$ cat src/rtl/knn_bus_initiator.sv
// Bus initiator for the KNN distance peripheral: programs the test point, streams
// training points, reads each distance back and keeps a sorted K-nearest list.
module knn_bus_initiator #(
  parameter int ADDR_W   = 5,
  parameter int DATA_W   = 32,
  parameter int K        = 4,
  parameter int IDX_W    = 8,
  parameter int A_RESET  = 0,
  parameter int A_ENABLE = 1,
  parameter int A_X      = 2,
  parameter int A_Y      = 3,
  parameter int A_DIST   = 4
) (
  input  logic                  clk,
  input  logic                  rst_n,
  input  logic                  start_i,
  input  logic [DATA_W-1:0]     test_pt_i,
  input  logic                  pt_valid_i,
  output logic                  pt_ready_o,
  input  logic [DATA_W-1:0]     pt_data_i,
  input  logic                  pt_last_i,
  output logic                  busy_o,
  output logic                  done_o,
  output logic [K*DATA_W-1:0]   nn_dist_o,
  output logic [K*IDX_W-1:0]    nn_idx_o,
  output logic [4:0]            nn_cnt_o,
  output logic                  valid_o,
  output logic [ADDR_W-1:0]     address_o,
  output logic [DATA_W-1:0]     wdata_o,
  output logic [DATA_W/8-1:0]   wstrb_o,
  input  logic [DATA_W-1:0]     rdata_i,
  input  logic                  ready_i
);
  localparam int SW = DATA_W/8;

  typedef enum logic [3:0] {
    S_IDLE, S_RST1, S_RST0, S_EN, S_WRX, S_WAITP, S_WRY, S_RDD, S_INS, S_DIS, S_DONE
  } state_t;

  typedef struct packed {
    logic              valid;
    logic [ADDR_W-1:0] addr;
    logic [DATA_W-1:0] wdata;
    logic [SW-1:0]     wstrb;
  } bus_req_t;

  function automatic bus_req_t wr(input int a, input logic [DATA_W-1:0] v);
    bus_req_t r;
    r.valid = 1'b1; r.addr = ADDR_W'(a); r.wdata = v; r.wstrb = '1;
    return r;
  endfunction

  function automatic bus_req_t rd(input int a);
    bus_req_t r;
    r.valid = 1'b1; r.addr = ADDR_W'(a); r.wdata = '0; r.wstrb = '0;
    return r;
  endfunction

  state_t                       state_q;
  bus_req_t                     req_q;
  logic                         gap_q, busy_q, done_q, pt_ready_q, last_q;
  logic [DATA_W-1:0]            test_q, pt_q, d_q;
  logic [K-1:0][DATA_W-1:0]     dist_q, dist_d;
  logic [K-1:0][IDX_W-1:0]      sidx_q, sidx_d;
  logic [4:0]                   cnt_q, cnt_d, p;
  logic [IDX_W-1:0]             idx_q;

  // p = number of valid slots not farther than d; equal distances keep the older entry first
  always_comb begin
    p      = '0;
    dist_d = dist_q;
    sidx_d = sidx_q;
    cnt_d  = cnt_q;
    for (int i = 0; i < K; i++)
      if (5'(i) < cnt_q && dist_q[i] <= d_q) p = p + 5'd1;
    if (p < 5'(K)) begin
      for (int i = 1; i < K; i++)
        if (5'(i) > p) begin
          dist_d[i] = dist_q[i-1];
          sidx_d[i] = sidx_q[i-1];
        end
      for (int i = 0; i < K; i++)
        if (5'(i) == p) begin
          dist_d[i] = d_q;
          sidx_d[i] = idx_q;
        end
      cnt_d = (cnt_q < 5'(K)) ? cnt_q + 5'd1 : cnt_q;
    end
  end

  always_ff @(posedge clk or negedge rst_n) begin
    if (!rst_n) begin
      state_q    <= S_IDLE;
      req_q      <= '0;
      gap_q      <= 1'b0;
      busy_q     <= 1'b0;
      done_q     <= 1'b0;
      pt_ready_q <= 1'b0;
      last_q     <= 1'b0;
      test_q     <= '0;
      pt_q       <= '0;
      d_q        <= '0;
      dist_q     <= '1;
      sidx_q     <= '0;
      cnt_q      <= '0;
      idx_q      <= '0;
    end else begin
      case (state_q)
        S_IDLE: if (start_i) begin
          state_q <= S_RST1;
          req_q   <= wr(A_RESET, DATA_W'(1));
          busy_q  <= 1'b1;
          test_q  <= test_pt_i;
          dist_q  <= '1;
          sidx_q  <= '0;
          cnt_q   <= '0;
          idx_q   <= '0;
        end
        S_WAITP: if (pt_valid_i) begin
          pt_q       <= pt_data_i;
          last_q     <= pt_last_i;
          pt_ready_q <= 1'b0;
          state_q    <= S_WRY;
          req_q      <= wr(A_Y, pt_data_i);
        end
        S_INS: begin
          dist_q <= dist_d;
          sidx_q <= sidx_d;
          cnt_q  <= cnt_d;
          idx_q  <= idx_q + 1'b1;
          if (last_q) begin
            state_q <= S_DIS;
            req_q   <= wr(A_ENABLE, '0);
          end else begin
            state_q    <= S_WAITP;
            pt_ready_q <= 1'b1;
          end
        end
        S_DONE: begin
          done_q  <= 1'b0;
          busy_q  <= 1'b0;
          state_q <= S_IDLE;
        end
        default: begin
          // ready is registered by the slave, so it is still high in the cycle after completion
          if (req_q.valid && ready_i) begin
            req_q.valid <= 1'b0;
            gap_q       <= 1'b1;
            if (state_q == S_RDD) d_q <= rdata_i;
          end else if (gap_q) begin
            gap_q <= 1'b0;
            case (state_q)
              S_RST1: begin state_q <= S_RST0; req_q <= wr(A_RESET, '0); end
              S_RST0: begin state_q <= S_EN;   req_q <= wr(A_ENABLE, DATA_W'(1)); end
              S_EN:   begin state_q <= S_WRX;  req_q <= wr(A_X, test_q); end
              S_WRX:  begin state_q <= S_WAITP; pt_ready_q <= 1'b1; end
              S_WRY:  begin state_q <= S_RDD;  req_q <= rd(A_DIST); end
              S_RDD:  state_q <= S_INS;
              S_DIS:  begin state_q <= S_DONE; done_q <= 1'b1; end
              default: state_q <= S_IDLE;
            endcase
          end
        end
      endcase
    end
  end

  assign pt_ready_o = pt_ready_q;
  assign busy_o     = busy_q;
  assign done_o     = done_q;
  assign nn_dist_o  = dist_q;
  assign nn_idx_o   = sidx_q;
  assign nn_cnt_o   = cnt_q;
  assign valid_o    = req_q.valid;
  assign address_o  = req_q.addr;
  assign wdata_o    = req_q.wdata;
  assign wstrb_o    = req_q.wstrb;

endmodule
$ cat config.mk
export PLATFORM = sky130hd
export DESIGN_NAME = knn_bus_initiator
export DESIGN_NICKNAME = d
export VERILOG_FILES = /design/src/rtl/knn_bus_initiator.sv
export SDC_FILE = /design/constraint.sdc
export NUM_CORES = 1
export LEC_CHECK = 0
export CORE_MARGIN = 2
export CORE_UTILIZATION = 45
export DETAILED_ROUTE_END_ITERATION = 7
export GPL_ROUTABILITY_DRIVEN = 0
export PLACE_DENSITY = 0.81
export SYNTH_ARGS = -nofsm -noshare
export SYNTH_HDL_FRONTEND = slang
export SYNTH_SLANG_ARGS = --single-unit
$ cat constraint.sdc
create_clock -name clk -period 11.54 [get_ports clk]
set_clock_uncertainty 0.1 [all_clocks]
set_input_delay 1.154 -clock clk [delete_from_list [all_inputs] [get_ports clk]]
set_output_delay 1.154 -clock clk [all_outputs]
set_load 0.01 [all_outputs]
* Word level (Yosys, flattened, before mapping)
Index checks and enable logic that the tools add are counted.
Storage, ports and cells: flip-flop bits (word level) 288, word-level logic and storage cells 165
Operators by class: $add $sub $neg 5, magnitude comparators 13, equality and inequality tests 27, muxes and demuxes 58, bitwise logic cells 4, reductions and logical operators 36
Operator list (count):
- case mux 42 bit (4 select lines) | 2
- 2-to-1 mux 32 bit | 9
- 2-to-1 mux 128 bit | 2
- case mux 128 bit (2 select lines) | 1
- 2-to-1 mux 42 bit | 4
- <= comparator 32 bit | 4
- 2-to-1 mux 8 bit | 8
- case mux 32 bit (2 select lines) | 1
- 2-to-1 mux 41 bit | 1
- 2-to-1 mux 5 bit | 6
- case mux 4 bit (7 select lines) | 1
- AND reduction 4 bit | 7
- adder 5 x 1 -> 5 bit (second input constant) | 4
- 2-to-1 mux 4 bit | 5
- equality test 4 x 3 -> 1 bit (second input constant) | 4
- case mux 4 bit (4 select lines) | 1
- case mux 8 bit (2 select lines) | 1
- inequality test 2 bit (second input constant) | 7
- equality test 4 bit (second input constant) | 3
- 2-to-1 mux 1 bit | 12
- AND reduction 6 bit | 2
- equality test 2 x 5 -> 1 bit (first input constant) | 2
- greater-than comparator 2 x 5 -> 1 bit (first input constant) | 2
- less-than comparator 1 x 5 -> 1 bit (first input constant) | 2
- other kinds (31) | 52

* Longest topological paths before layout
Gate-level depths: netlist of the first run.
word-level depth 14, depth in mapped cells 25, depth with buffers taken out 23

* Worst setup path before layout of the first run
Ideal clock, no wire load.
path type register to register, from reg dist_q, in the netlist nn_dist_o[9], to reg dist_q, in the netlist nn_dist_o[114], library setup time 94 ps, arrival 4978 ps, data required time 11346 ps, slack 6367 ps, cell stages (with the launch flop) 24, clock period less this slack 5173 ps, cells stage by stage dfstp_2 -> ha_1 -> a21o_1 -> a21o_1 -> a21o_1 -> a21o_1 -> a21o_1 -> a21o_1 -> a21oi_1 -> o211ai_1 -> o2bb2ai_1 -> a211o_1 -> ha_1 -> xnor2_1 -> inv_1 -> ha_1 -> inv_1 -> or4_1 -> xnor2_1 -> or2_2 -> clkbuf_1 -> buf_1 -> nor3_1 -> a311oi_1
On the way: word-level cells in the longest chain between the ends 13
RTL lines:
- start, declared | RTL line 63 | logic [K-1:0][DATA_W-1:0] dist_q, dist_d;
- start signal, assigned | RTL line 127 | dist_q <= dist_d;
- <= comparator 32 bit (*) | RTL line 75 | if (5'(i) < cnt_q && dist_q[i] <= d_q) p = p + 5'd1;
- logical AND 1 bit (*) | RTL line 75
- 2-to-1 mux 1 bit (*) | RTL line 75
- adder 5 x 1 -> 5 bit | RTL line 75
- 2-to-1 mux 5 bit (*) | RTL line 75
- adder 5 x 1 -> 5 bit | RTL line 75
- 2-to-1 mux 5 bit (*) | RTL line 75
- adder 5 x 1 -> 5 bit | RTL line 75
- 2-to-1 mux 5 bit (*) | RTL line 75
- parallel branches: the longest is 4 deep, another holds greater-than comparator 2 x 5 -> 1 bit
Every way passes the cells marked *. The select of a mux whose other input is x is not followed. A chain may end at the register's enable or synchronous reset.

* Worst setup path in the final report of the first run
from reg d_q[9], to reg dist_q, in the netlist nn_dist_o[88]
On the way: word-level cells in the longest chain between the ends 13
RTL lines:
- start, declared | RTL line 62 | logic [DATA_W-1:0] test_q, pt_q, d_q;
- start signal, assigned | RTL line 149 | if (state_q == S_RDD) d_q <= rdata_i;
- <= comparator 32 bit | RTL line 75
- logical AND 1 bit | RTL line 75
- 2-to-1 mux 1 bit | RTL line 75
- adder 5 x 1 -> 5 bit | RTL line 75
- 2-to-1 mux 5 bit | RTL line 75
- adder 5 x 1 -> 5 bit | RTL line 75
- 2-to-1 mux 5 bit | RTL line 75
- adder 5 x 1 -> 5 bit | RTL line 75
- 2-to-1 mux 5 bit (*) | RTL line 75
- parallel branches: the longest is 4 deep, another holds greater-than comparator 2 x 5 -> 1 bit
Marked as above.

==> impl_metrics.yaml, run 1 <==
global_routing:
  grt_first_pass_wirelength_um: 76100
  grt.total_usage: 0.262
  overflow: 0
  antenna_found_initial: 2
  grt_pass1_vias: 14033
  grt_max_degree: 131
power:
  powerDensity_nw_per_um2: 301
  leakage_uw: 0.00873
  power_frac_comb: 0.479
  switchingPower_uw: 2460
  switching_share: 0.405
  peakVddDrop_v: 0.000166
  p_seq_frac: 0.335
  p_total_uw: 6070
  clkPwrFrac: 0.186
  internal_power_uw: 3610
synthesis:
  yosysWarnings: 0
  synthArstFlopShare: 1.00
  synth_edf_count: 0
  ys_ff_latch: 283
  ys_seq_area_frac: 0.465
  syn_area_per_cell_um2: 9.12
  synth_cell_types: 64
  synthFlopType: "dfrtp_1"
  synth_cells: 1709
  netlist_area_um2: 15600
timing:
  maxSlewHeadroom: 0.233
  setup_tns_ps: 0
  tightest_slew_ps: 1150
  rsz0062_at_grt: "false"
  setup_viol: 0
  fmax_ghz: 0.146
  period_share: 0.595
  drv_slew: 0
  fin_crit_ps: 6870
  hold_viol: 0
routing:
  drc: 0
  first_pass_iters: 5
  wl_per_cell_um: 19.6
  postRouteAntennaNets: 0
  dr_total_vias: 14265
  routed_via_density: 5.84
  wirelength_um: 47900
  drtIter0Drc: 1205
clock_tree:
  cts-hold-fix-buffers: 0
  cts_sinks: 283
  cts_buffer_depth: 3
  cts_buffers: 31
  cts_root_buf: "clkbuf_16"
  cts_setup_buffers: 0
  cts_tree: "yes"
  htree_levels: 1
  clk_latency_ps: 570
  clk_pin_slew_ps: 70
  cts_resized: 0
die:
  row_count: 68
  dieArea_um2: 36100
  die_x_um: 190
  initial_utilization: 0.455
  die_h_um: 190
  boundaryPins: 312
  core_um2: 34300
final_layout:
  drive_gt1_frac: 0.112
  nFillCells: 2857
  syn2layout_area_growth_pct: 29.6
  final_nets: 2197
  regArea_um2: 7240
  multi_input_area_um2: 7770
  fin_util: 0.589
worst_hold_path:
  hold_class: "flop to flop"
worst_setup_path:
  path_class: "flop to flop"
  cp-start-kind: "flop"
  worst_ep_arrival_time_ps: 7260
  cpPeakStageDelay_ps: 950
  endpoint_kind: "flop"
  cp_data_required_time_ps: 11930
  cp_cell_sequence: "inv_1 -> ha_1 -> a21o_1 -> a21o_1 -> a21o_1 -> a21o_1 -> a21o_1 -> a21o_1 -> a21oi_1 -> o211ai_1 -> o2bb2ai_1 -> a211o_1 -> ha_1 -> xnor2_1 -> inv_1 -> ha_1 -> or4_4 -> a31oi_4 -> buf_4 -> a21o_2 -> nor2_1 -> a31oi_1"
  ff2ff_setup_slack_ps: 4670
  slowest_stage: "a21o_2"
  path_max_fanout: 64
  path_common_cell: "a21o_1"
placed_design:
  io_buffers: 309
  hpwl_um: 33900
outcome:
  status: "finished clean"
run:
  max-cap-violations: 0
## power by group through the flow
stage                     registers [uW]  logic [uW]  clock network (uW)
after CTS                           2020        2890                1140
after detailed placement            2030        2870                   0
after global routing                2090        3220                1180
after global placement              2010        2740                   0
after floorplan                     1980        1650                   0
final                               2030        2910                1130
## synthesized netlist by cell type (3+ instances only)
cell | count | area (um^2)
nand2_1 | 293 | 1100
nor2_1 | 167 | 627
dfrtp_1 | 155 | 3880
ha_1 | 133 | 1660
dfstp_2 | 128 | 3360
o21ai_0 | 125 | 626
a21oi_1 | 98 | 490
clkbuf_1 | 85 | 319
inv_1 | 58 | 218
mux2i_1 | 54 | 541
nor3_1 | 44 | 220
o21ai_1 | 43 | 215
a31oi_1 | 37 | 231
a22oi_1 | 31 | 233
a311oi_1 | 31 | 272
nand4_1 | 31 | 194
a21o_1 | 26 | 195
o22ai_1 | 18 | 113
nand3_1 | 15 | 75.1
o21a_1 | 13 | 97.6
buf_2 | 10 | 50.1
nor2b_1 | 10 | 62.6
buf_4 | 9 | 67.6
nor4_1 | 9 | 56.3
o31ai_1 | 9 | 67.6
and3_1 | 7 | 43.8
o211ai_1 | 5 | 37.5
or3_1 | 5 | 31.3
a211oi_1 | 3 | 22.5
a221o_1 | 3 | 30.0
and2_1 | 3 | 18.8
mux2_2 | 3 | 33.8
nand2b_1 | 3 | 18.8
or2_2 | 3 | 18.8
xnor2_1 | 3 | 26.3
## path summary, 6_finish.rpt
check                            start             to  cells after the start
setup reg to reg                d_q[9]  nn_dist_o[88]                     22
max in group asynchronous        rst_n         d_q[3]                      3
hold / removal             wdata_o[22]    wdata_o[22]                      2
setup / recovery                d_q[9]  nn_dist_o[88]                     22
min in group asynchronous        rst_n   nn_idx_o[22]                      1
hold reg to reg            wdata_o[22]    wdata_o[22]                      2
## cell families after synthesis
logic type / synth area share
XOR/XNOR: 0.00281
adder cells (fa/ha/maj): 0.107
other: 0.000241
multiplexers: 0.0368
buffers and inverters: 0.0430
AO/OA/AOI/OAI: 0.184
flip-flops: 0.465
AND/OR/NAND/NOR: 0.162
## state kept, by name, summed over array words and instances (netlist names), 3 cells and up
signal,flops
nn_idx_o,32
state_q,4
d_q,32
idx_q,8
wdata_o,32
address_o,3
nn_cnt_o,5
test_q,32
nn_dist_o,128
## layout by cell type, fill, tap and decap left out, types with 36 or more instances in the layout
master / n
ha_1: 133
o21ai_1: 41
nor2_1: 166
nor3_1: 42
dfstp_2: 128
a31oi_1: 36
o21ai_0: 125
clkdlybuf4s50_1: 308
dfrtp_1: 155
a21oi_1: 97
nand2_1: 291
mux2i_1: 53
inv_1: 58
## final cells by class
type,instances,share of cell area
clock buffer,41,0.0432
antenna,1,0.000124
tap,455,0.0282
multi-input combinational,1261,0.384
clock inverter,17,0.0148
timing repair buffer,326,0.160
sequential,283,0.359
inverter,59,0.0110
## critical path, delay by kind of cell (launching register included)
family	cells	cell delay (ps)
XOR/XNOR	1	480
flip-flops	1	400
AND/OR/NAND/NOR	2	720
AO/OA/AOI/OAI	13	3170
adder cells (fa/ha/maj)	3	1000
buffers and inverters	3	890
## layer usage
metal / up-vias / wire length, um / share of wire / global-route usage
li1: 6597 / - / - / -
met1: 6887 / 19100 / 0.40 / 0.336
met2: 657 / 22300 / 0.47 / 0.430
met3: 122 / 4660 / 0.097 / 0.0679
met4: 2 / 1780 / 0.037 / 0.0933
met5: - / 11 / 0.00023 / 0
## per-stage QoR
stage | hold WS, ps | setup slack (ps) | instances | cell area [um^2]
after global placement | 358 | 5090 | 2384 | 19000
after detailed placement | 365 | 4770 | 2384 | 19000
after CTS | 381 | 4730 | 2442 | 20200
final | 377 | 4670 | 2443 | 20200
after global routing | 393 | 4260 | 2443 | 20200
after floorplan | 346 | 6370 | 1710 | 15600
(Power assumes the default switching activity.)
==> run 2: changes to the inputs <==
Clock period 11.54 ns to 7.15 ns, I/O delays scaled along.
==> run 2 against run 1 <==
Net effect: sequential cell count unchanged; clock power up 45%; via count up 1.2%; critical path depth unchanged; worst hold slack worse by 250 ps; cell count about the same; first-iteration DRC count down 5.1%; global-route usage up 0.079 points; final area down 0.22%; combinational power up 62%; maximum frequency up 6.7%; count of clock-buffer cells in the layout up 6; critical path type unchanged.
==> impl_metrics.yaml, run 2 (synthesis results as in run 1) <==
outcome:
  status: "finished clean"
clock_tree:
  cts_buffers: 30
  clk_latency_ps: 580
  cts_resized: 0
  htree_levels: 1
  cts_root_buf: "clkbuf_16"
  clk_pin_slew_ps: 60
  cts_tree: "yes"
  cts-hold-fix-buffers: 0
  cts_setup_buffers: 0
  cts_buffer_depth: 3
  cts_sinks: 283
routing:
  wl_per_cell_um: 19.8
  drtIter0Drc: 1143
  dr_total_vias: 14430
  first_pass_iters: 6
  wirelength_um: 48300
  routed_via_density: 5.90
  drc: 0
  postRouteAntennaNets: 0
die:
  row_count: 68
  boundaryPins: 312
  core_um2: 34300
  die_x_um: 190
  die_h_um: 190
  initial_utilization: 0.455
  dieArea_um2: 36100
worst_setup_path:
  worstReg2RegEnd: "nn_dist_o[0]"
  r2r-start: "d_q[9]"
  r2r_cells: 22
  path_max_fanout: 48
  cp-start-kind: "flop"
  ff2ff_setup_slack_ps: 710
  path_class: "flop to flop"
  cp_data_required_time_ps: 7530
  endpoint_kind: "flop"
  worst_ep_arrival_time_ps: 6820
timing:
  tightest_slew_ps: 1120
  period_share: 0.901
  fin_hold_ws_ps: 125
  maxSlewHeadroom: 0.252
  setup_tns_ps: 0
  fmax_ghz: 0.155
  hold_viol: 0
  rsz0062_at_grt: "false"
  drv_slew: 0
  setup_viol: 0
  fin_crit_ps: 6440
  setup_ws_ps: 711
final_layout:
  final_common_cell: "clkdlybuf4s50_1"
  final_nets: 2200
  syn2layout_area_growth_pct: 29.3
  drive_gt1_frac: 0.113
  multi_input_area_um2: 7770
  largest_reg_flops: 128
  nFillCells: 2832
  fin_util: 0.588
  regArea_um2: 7240
  layout_common_cells: "clkdlybuf4s50_1, nand2_1, nor2_1, dfrtp_1, ha_1"
global_routing:
  overflow: 0
  grt_max_degree: 161
  antenna_found_initial: 1
  grt_first_pass_wirelength_um: 76300
  grt.total_usage: 0.263
  grt_pass1_vias: 14065
placed_design:
  hpwl_um: 34300
  post-place-ws_ps: 808
  io_buffers: 309
power:
  powerDensity_nw_per_um2: 478
  peakVddDrop_v: 0.000306
  p_total_uw: 9640
  leakage_uw: 0.00872
run:
  max-cap-violations: 0
worst_hold_path:
  hold_class: "input port to asynchronous set/reset pin"
run 2: cell types whose count changed in the layout (fill, tap and decap cells not counted), sizes merged:
cell	previous run	this run
buf	18	22
bufinv	8	1
clkbuf	41	47
clkinv	5	6
inv	60	58
run 2: where the power goes:
part	switching, uW	internal (uW)
Combinational	2520	2190
Clock	674	967
Sequential	768	2510
Total	3970	5670
run 2: worst max-delay path, cell delays in order (launching register included):
cell	delay [ps]
dfrtp_1	390
inv_1	200
ha_1	300
a21o_1	190
a21o_1	170
a21o_1	180
a21o_1	170
a21o_1	170
a21o_1	180
a21oi_1	220
o211ai_1	150
o2bb2ai_1	170
a211o_1	300
ha_1	350
xnor2_1	550
inv_1	150
ha_1	370
or4_4	600
a31oi_4	440
o21ai_4	340
buf_4	410
nor3_1	190
a21oi_1	60
run 2: worst max-delay path by stage:
stage,cells past startpoint,from,endpoint
2_1_floorplan,23,nn_dist_o[9],nn_dist_o[114]
3_3_place_gp,22,d_q[9],nn_dist_o[0]
3_5_place_dp,22,d_q[9],nn_dist_o[0]
4_1_cts,22,d_q[9],nn_dist_o[0]
5_1_grt,22,d_q[9],nn_dist_o[0]
6_report,22,d_q[9],nn_dist_o[0]
run 2: area by class of cell:
type / instances / area share
flip-flops and latches: 283 / 0.359
clock inverters: 9 / 0.00459
diodes: 1 / 0.000124
well taps: 455 / 0.0282
multi-input cells: 1261 / 0.385
repair buffers: 330 / 0.163
clock buffers: 47 / 0.0480
inverters: 59 / 0.0110
run 2: per-stage QoR:
step           instances  instance area [um^2]
2_1_floorplan       1710                 15600
3_3_place_gp        2388                 19100
3_5_place_dp        2388                 19100
4_1_cts             2444                 20200
5_1_grt             2444                 20200
6_report            2445                 20200
run 2: routing by layer:
layer,global-route usage,vias to the layer above,share of wire
met2,0.427,724,0.46
met3,0.0708,136,0.10
met1,0.334,6981,0.40
li1,-,6587,-
met5,0,-,0.00027
met4,0.105,2,0.044
==> run 3: changes to the inputs <==
Settings changed: HOLD_SLACK_MARGIN from default to 0.05.
==> results of run 3 <==
No change in the layout: final DEF, timing and power equal those of run 2.
